File: config.mk
export PLATFORM = sky130hd
export DESIGN_NAME = mem_port_arbiter
export DESIGN_NICKNAME = d
export VERILOG_FILES = /design/src/rtl/cpu_mem_pkg.sv /design/src/rtl/mem_port_arbiter.sv
export SDC_FILE = /design/constraint.sdc
export NUM_CORES = 1
export LEC_CHECK = 0
export CAP_MARGIN = 20
export CELL_PAD_IN_SITES_DETAIL_PLACEMENT = 0
export CELL_PAD_IN_SITES_GLOBAL_PLACEMENT = 1
export CORE_ASPECT_RATIO = 0.8
export CORE_MARGIN = 3
export CORE_UTILIZATION = 25
export CTS_BUF_LIST = sky130_fd_sc_hd__clkbuf_16
export DETAILED_ROUTE_END_ITERATION = 7
export MAX_ROUTING_LAYER = met4
export PLACE_DENSITY_LB_ADDON = 0.1
export SETUP_SLACK_MARGIN = 0.1
export SLEW_MARGIN = 15
export SYNTH_ARGS = -nofsm -noshare
export SYNTH_HDL_FRONTEND = slang
export SYNTH_SLANG_ARGS = --single-unit
export TNS_END_PERCENT = 30
File: constraint.sdc
create_clock -name CLK -period 2.9 [get_ports CLK]
set_clock_uncertainty 0.15 [all_clocks]
set_input_delay 0.87 -clock CLK [delete_from_list [all_inputs] [get_ports CLK]]
set_output_delay 0.87 -clock CLK [all_outputs]
set_load 0.05 [all_outputs]
File: src/rtl/cpu_mem_pkg.sv
// Shared types and constants for the instruction/data memory port arbiter.
//   owner_e : the memory operation issued in the previous cycle. That cycle
//             is the ack cycle for this operation.
//   grant_e : which requester won the most recent issue. Used to alternate
//             between requesters when both are eligible.
//   MEM_AW / MEM_DW : default word-address and data widths.
package cpu_mem_pkg;

  localparam int MEM_AW = 10;
  localparam int MEM_DW = 32;

  typedef enum logic [1:0] {
    OWN_NONE   = 2'd0,
    OWN_INSTR  = 2'd1,
    OWN_DATA_R = 2'd2,
    OWN_DATA_W = 2'd3
  } owner_e;

  typedef enum logic {
    GNT_INSTR = 1'b0,
    GNT_DATA  = 1'b1
  } grant_e;

endpackage

File: src/rtl/mem_port_arbiter.sv
// mem_port_arbiter
// Lets the instruction-fetch port and the load/store port share one
// single-port synchronous RAM. The arbiter issues at most one memory
// operation per cycle. In the following cycle it acks that operation and
// returns the read data.
//
// Ports
//   CLK, RSTn            clock (rising edge), asynchronous active-low reset
//   i_req, iaddr         fetch request (level) and word address
//   idata, i_ack         fetch read data and one-cycle completion pulse
//   d_r, d_w             load / store request (level)
//   daddr, ddata_w       data word address and store data
//   ddata_r, d_ack       load read data and one-cycle completion pulse
//   stall                pipeline hold while any request is unacked
//   err                  sticky flag: load and store requested together
//   mem_addr, mem_wdata  RAM address / write data
//   mem_we, mem_re       RAM write / read enables
//   mem_rdata            RAM read data, valid the cycle after mem_re
module mem_port_arbiter
  import cpu_mem_pkg::*;
#(
  parameter int AW = MEM_AW,
  parameter int DW = MEM_DW
) (
  input  logic          CLK,
  input  logic          RSTn,
  input  logic          i_req,
  input  logic [AW-1:0] iaddr,
  output logic [DW-1:0] idata,
  output logic          i_ack,
  input  logic          d_r,
  input  logic          d_w,
  input  logic [AW-1:0] daddr,
  input  logic [DW-1:0] ddata_w,
  output logic [DW-1:0] ddata_r,
  output logic          d_ack,
  output logic          stall,
  output logic          err,
  output logic [AW-1:0] mem_addr,
  output logic [DW-1:0] mem_wdata,
  output logic          mem_we,
  output logic          mem_re,
  input  logic [DW-1:0] mem_rdata
);

  owner_e        owner_q, owner_d;
  grant_e        last_grant_q, last_grant_d;
  logic [DW-1:0] idata_q;
  logic [DW-1:0] ddata_q;
  logic          err_q, err_d;

  logic          fetch_elig;
  logic          data_elig;
  logic          grant_data;
  logic          grant_fetch;
  logic [AW-1:0] addr_c;
  logic [DW-1:0] wdata_c;
  logic          re_c;
  logic          we_c;

  always_comb begin
    owner_d      = OWN_NONE;
    last_grant_d = last_grant_q;
    addr_c       = '0;
    wdata_c      = '0;
    re_c         = 1'b0;
    we_c         = 1'b0;

    // A requester cannot be re-issued in its own ack cycle. This blocking
    // gives the other requester the free slot.
    fetch_elig  = i_req && (owner_q != OWN_INSTR);
    data_elig   = (d_r || d_w) && (owner_q != OWN_DATA_R) && (owner_q != OWN_DATA_W);

    // Data wins ties unless data also won the previous issue.
    grant_data  = data_elig && (!fetch_elig || (last_grant_q != GNT_DATA));
    grant_fetch = fetch_elig && !grant_data;

    if (grant_data) begin
      last_grant_d = GNT_DATA;
      addr_c       = daddr;
      // d_r and d_w both high counts as a store.
      if (d_w) begin
        we_c    = 1'b1;
        wdata_c = ddata_w;
        owner_d = OWN_DATA_W;
      end else begin
        re_c    = 1'b1;
        owner_d = OWN_DATA_R;
      end
    end else if (grant_fetch) begin
      last_grant_d = GNT_INSTR;
      addr_c       = iaddr;
      re_c         = 1'b1;
      owner_d      = OWN_INSTR;
    end

    err_d = err_q || (d_r && d_w);
  end

  always_ff @(posedge CLK or negedge RSTn) begin
    if (!RSTn) begin
      owner_q      <= OWN_NONE;
      last_grant_q <= GNT_INSTR;
      idata_q      <= '0;
      ddata_q      <= '0;
      err_q        <= 1'b0;
    end else begin
      owner_q      <= owner_d;
      last_grant_q <= last_grant_d;
      err_q        <= err_d;
      // Capture the read data at the end of the ack cycle. The output then
      // keeps that value until the next read for the same port completes.
      if (owner_q == OWN_INSTR) begin
        idata_q <= mem_rdata;
      end
      if (owner_q == OWN_DATA_R) begin
        ddata_q <= mem_rdata;
      end
    end
  end

  // Reset masks the RAM interface immediately. A store caught in its issue
  // cycle never reaches the RAM.
  assign mem_re    = re_c && RSTn;
  assign mem_we    = we_c && RSTn;
  assign mem_addr  = RSTn ? addr_c  : '0;
  assign mem_wdata = RSTn ? wdata_c : '0;

  assign i_ack   = (owner_q == OWN_INSTR);
  assign d_ack   = (owner_q == OWN_DATA_R) || (owner_q == OWN_DATA_W);
  assign idata   = (owner_q == OWN_INSTR)  ? mem_rdata : idata_q;
  assign ddata_r = (owner_q == OWN_DATA_R) ? mem_rdata : ddata_q;
  assign err     = err_q;
  assign stall   = (i_req && !i_ack) || ((d_r || d_w) && !d_ack);

endmodule

* Yosys cells after proc, flatten, opt, wreduce, memory -nomap -nowiden
Index checks and enable logic that the tools add are counted.
Storage, ports and cells: memories 0, latch bits 0, memory bits (read-only) 0, bits in writable memories 0, bits in registers 68, bits of input ports 89
Cells by class: div/mod/pow operators 0, magnitude comparators 0, shifts and indexed selects 0, eq/ne operators 6, add/sub/neg operators 0, bitwise logic cells 1, multiply operators 0, mux-type cells 18, reductions and logical operators 20
Operators by type and width (number):
- $mux W32 | 5
- $mux W10 | 3
- $logic_and A1 B1 Y1 | 10
- $mux W1 | 9
- $logic_or A1 B1 Y1 | 5
- $eq A2 B2 Y1 const B | 2
- $logic_not A1 Y1 | 4
- $ne A2 B2 Y1 const B | 2
- $eq A2 B1 Y1 const B | 1
- $mux W2 | 1
- $ne A2 B1 Y1 const B | 1
- $reduce_bool A2 Y1 | 1
- $not A1 Y1 | 1

* Longest topological paths before layout
depth after elaboration 10, gate-level depth with buffers 6, gate-level depth less buffers 4

* Worst setup path before layout
Ideal clock, no wire load.
kind input to output, start point in d_w, end point out mem_re, stages 3, slack -497 ps, arrival 2377 ps, path through nor2_1 > o22ai_1 > o311a_1
On the way: cells in the longest elaborated chain, start to end 9, elaborated cells between the ends (all ways) 10, those cells by class mux (3); reduce/logical (7)
RTL lines:
- start, declared | RTL line mem_port_arbiter.sv:32 | input logic d_w,
- $logic_or A1 B1 Y1 | RTL line mem_port_arbiter.sv:72 | data_elig = (d_r || d_w) && (owner_q != OWN_DATA_R) && (owner_q != OWN_DATA_W);
- $logic_and A1 B1 Y1 (2 in a row) | RTL line mem_port_arbiter.sv:72
- $logic_and A1 B1 Y1 | RTL line mem_port_arbiter.sv:75 | grant_data = data_elig && (!fetch_elig || (last_grant_q != GNT_DATA));
- $logic_not A1 Y1 | RTL line mem_port_arbiter.sv:76 | grant_fetch = fetch_elig && !grant_data;
- $logic_and A1 B1 Y1 | RTL line mem_port_arbiter.sv:76
- $mux W1 | RTL line mem_port_arbiter.sv:90 | end else if (grant_fetch) begin
- $mux W1 * | RTL line mem_port_arbiter.sv:78 | if (grant_data) begin
- $logic_and A1 B1 Y1 * | RTL line mem_port_arbiter.sv:124 | assign mem_re = re_c && RSTn;
- end, declared | RTL line mem_port_arbiter.sv:42 | output logic mem_re,
Mark *: on every way between the ends. The rest lies on a longest branch, timed or not.

* Worst setup path after layout
start point in i_req, end point out mem_addr[5]
On the way: cells in the longest elaborated chain, start to end 9
RTL lines:
- start, declared | RTL line mem_port_arbiter.sv:27 | input logic i_req,
- $logic_and A1 B1 Y1 * | RTL line mem_port_arbiter.sv:71 | fetch_elig = i_req && (owner_q != OWN_INSTR);
- $logic_not A1 Y1 | RTL line mem_port_arbiter.sv:75
- $logic_or A1 B1 Y1 | RTL line mem_port_arbiter.sv:75
- $logic_and A1 B1 Y1 | RTL line mem_port_arbiter.sv:75
- $logic_not A1 Y1 | RTL line mem_port_arbiter.sv:76
- $logic_and A1 B1 Y1 | RTL line mem_port_arbiter.sv:76
- $mux W10 | RTL line mem_port_arbiter.sv:90
- $mux W10 * | RTL line mem_port_arbiter.sv:78
- $mux W10 * | RTL line mem_port_arbiter.sv:126 | assign mem_addr = RSTn ? addr_c : '0;
- end, declared | RTL line mem_port_arbiter.sv:39 | output logic [AW-1:0] mem_addr,
Marks and branches as above.

==> metrics <==
TNS Setup=-3.31 ns; Placer Congestion=0.793; first-pass GRT wire length=17.1 mm; combinational share of power=70.6%; Seq cells post-synth=68; post-layout util=61.6%; clock net sink count=68; CTS buffer count=9; vias in the first global route=3,055; worst-path fanout max=6; Layout area overhead=137%; GRT Resource Usage Total=16.8%; syn nets=385; max-cap viol count=0; Finished Layout Cells=671; initial DRC count=90; YS warnings=0; Initial Utilization=25.9%; dpl cells=645; syn_area_per_cell=10.2 µm²; Initial DRT Pass Iterations=6; IO Port Bufs=200; die footprint=13,400 µm²; Gate Count Post-Synth=296; hold path start=err; final setup margin=-0.139 ns; Worst Tran Pin Value=0.571 ns; final wirelength=11.1 mm; Worst Setup SP=i_req; largest net degree at the start of global routing=45; CTS root buffer=clkbuf_16; CP Cell Sequence=buf_6 > and3b_4 > or3_4 > buf_12 > o22ai_4 > buf_12; reg2reg start=last_grant_q; drt wl/cell=16.5 µm; Distinct cells, synth=21; CP most frequent cell=buf_12; CTS tree=yes; Setup Crit Path Kind=in2out; crit path max-delay cell type=or3_4; type of the tightest min-delay check=reg2reg; Tcrit/Tclk final=105%; Cell Area, Placed=6570 µm²; Max Fclk=0.329 GHz; Rows=35; Core ar.=11,600 µm²; clock share of power=12.1%; WHS=0.314 ns; unrepaired setup endpoints after global routing=true; DP Worst Slack=-0.528 ns; DP HPWL=8.22 mm; cell area after layout=7170 µm²; mapped cell area=3020 µm²; Max Slew Vio Count=0; sequential power share=17.2%; Worst EP arrival=2.02 ns; Tot Pwr=8.91 mW; via count=2,893; die width=129 µm; GRT overflow=0; Required @ worst endpoint=1.88 ns; diode count=0; Antenna Violating Nets Remaining=0; Period minus WS final=3.04 ns; clock-pin slew on the worst setup and hold paths=0.05 ns; switch share=44.0%; Pwr Density=1240 nW/µm²; Startpoint Class=primary input; P_sw=3.92 mW; CP max stage delay=0.41 ns; failing checks=setup timing; Leakage=3.34 nW; Final Hold Viols=0; H-tree Lvls=3; number of remaining DRC errors=0; IO Pins=201; vias per cell=4.31; Bufs on Longest Clock Path=2; Int Power=4.99 mW; VDD IR-drop max=0.996 mV; CP Capture Type=output port; Worst-Skew Late Latency=0.32 ns; # nets final=607; share of layout cells above drive strength 1=46.8%; sequential element share of the synthesized area=56.3%; outcome=complete, but fails checks; die height=104 µm; initial antenna violation count=0; Slew HR=61.9%; # setup viols final=43
## cells by family (layout without fill, tap and decap cells)
group                  after synthesis  after routing  share of synthesized area (%)
buffers and inverters               23            250                           4.18
muxes                               33             33                           12.3
AOI/OAI and AO/OA                   17             17                           4.06
DFF                                 68             68                           56.3
and+or+nand+nor                    155            155                           23.1
## synth_stat cells
master     count  area [µm²]
and3b_4        1        12.5
o22ai_1       12        75.1
inv_2          1        3.75
o311ai_2       1        16.3
o311a_1        1        10.0
o2bb2ai_1      1        8.76
buf_4          1        7.51
buf_2          5        25.0
nand2b_1       2        12.5
a21oi_1        1        5.00
buf_6          4        45.0
nor4b_4        1        23.8
a21o_1         1        7.51
dfrtp_1       68        1700
mux2_2        33         372
nor2_1         1        3.75
inv_1          4        15.0
or3_1          1        6.26
clkbuf_1       8        30.0
nand2_1      117         439
and2_1        32         200
## critical path: cells and delay by family
family / cells / cell delay (ns)
AOI/OAI and AO/OA: 1 / 0.12
and+or+nand+nor: 2 / 0.59
buffers and inverters: 3 / 0.42
## per-layer routing
layer  global-route usage [%]  vias up  share of wire (%)
met2                     27.1      120                 50
met4                     4.42        0                1.6
met3                     4.67       10                6.5
li1                         -     1404                  -
met5                        -        -                  0
met1                     20.6     1359                 42
## path summary, 6_finish.rpt
path | endpoint | slack (ns) | cells past startpoint
max | mem_addr[5] | -0.14 | 6
min | err | 0.31 | 1
max reg2reg | owner_q[1] | 1.25 | 5
min reg2reg | err | 0.31 | 1
max in group asynchronous | ddata_q[1] | 1.67 | 2
min in group asynchronous | idata_q[27] | 0.35 | 2
## power groups by stage
stage	logic [mW]	clock network [mW]	registers, mW
4_1_cts	6.24	1.12	1.53
5_1_grt	6.53	1.16	1.59
3_3_place_gp	6.09	0	1.53
6_report	6.29	1.08	1.54
2_1_floorplan	3.13	0	1.51
3_5_place_dp	6.11	0	1.55
## state kept, by name (all words and copies together), names as in the netlist
name	flops
err	1
last_grant_q	1
idata_q	32
owner_q	2
ddata_q	32
## cell type report
| class | instances | area [µm²] |
|---|---|---|
| inverters | 5 | 23.8 |
| clock inverters | 7 | 73.8 |
| flip-flops and latches | 68 | 1700 |
| clock buffers | 9 | 225 |
| repair buffers | 229 | 3450 |
| fillers | 909 | 4480 |
| multi-input cells | 205 | 1510 |
| well taps | 148 | 185 |
## cell usage in the layout, fill, tap and decap left out, types with 2 or more instances in the layout
master           count
and2_4              32
buf_12             115
buf_4               16
buf_6                8
clkbuf_16            9
clkdlybuf4s50_1     75
clkinv_4             2
dfrtp_1             68
dlymetal6s2s_1      10
inv_1                2
inv_4                2
inv_6                2
mux2_2              17
mux2_4              16
nand2_1            116
o22ai_4             11
## timing repair
item	4_1_cts	5_1_grt
resized for setup	60	33
cloned	5	0
endpoints found under the setup margin	88	93
hold buffers	0	0
pin swaps	35	4
setup buffers	3	2
No activity file was read; power rests on OpenSTA's default activity.
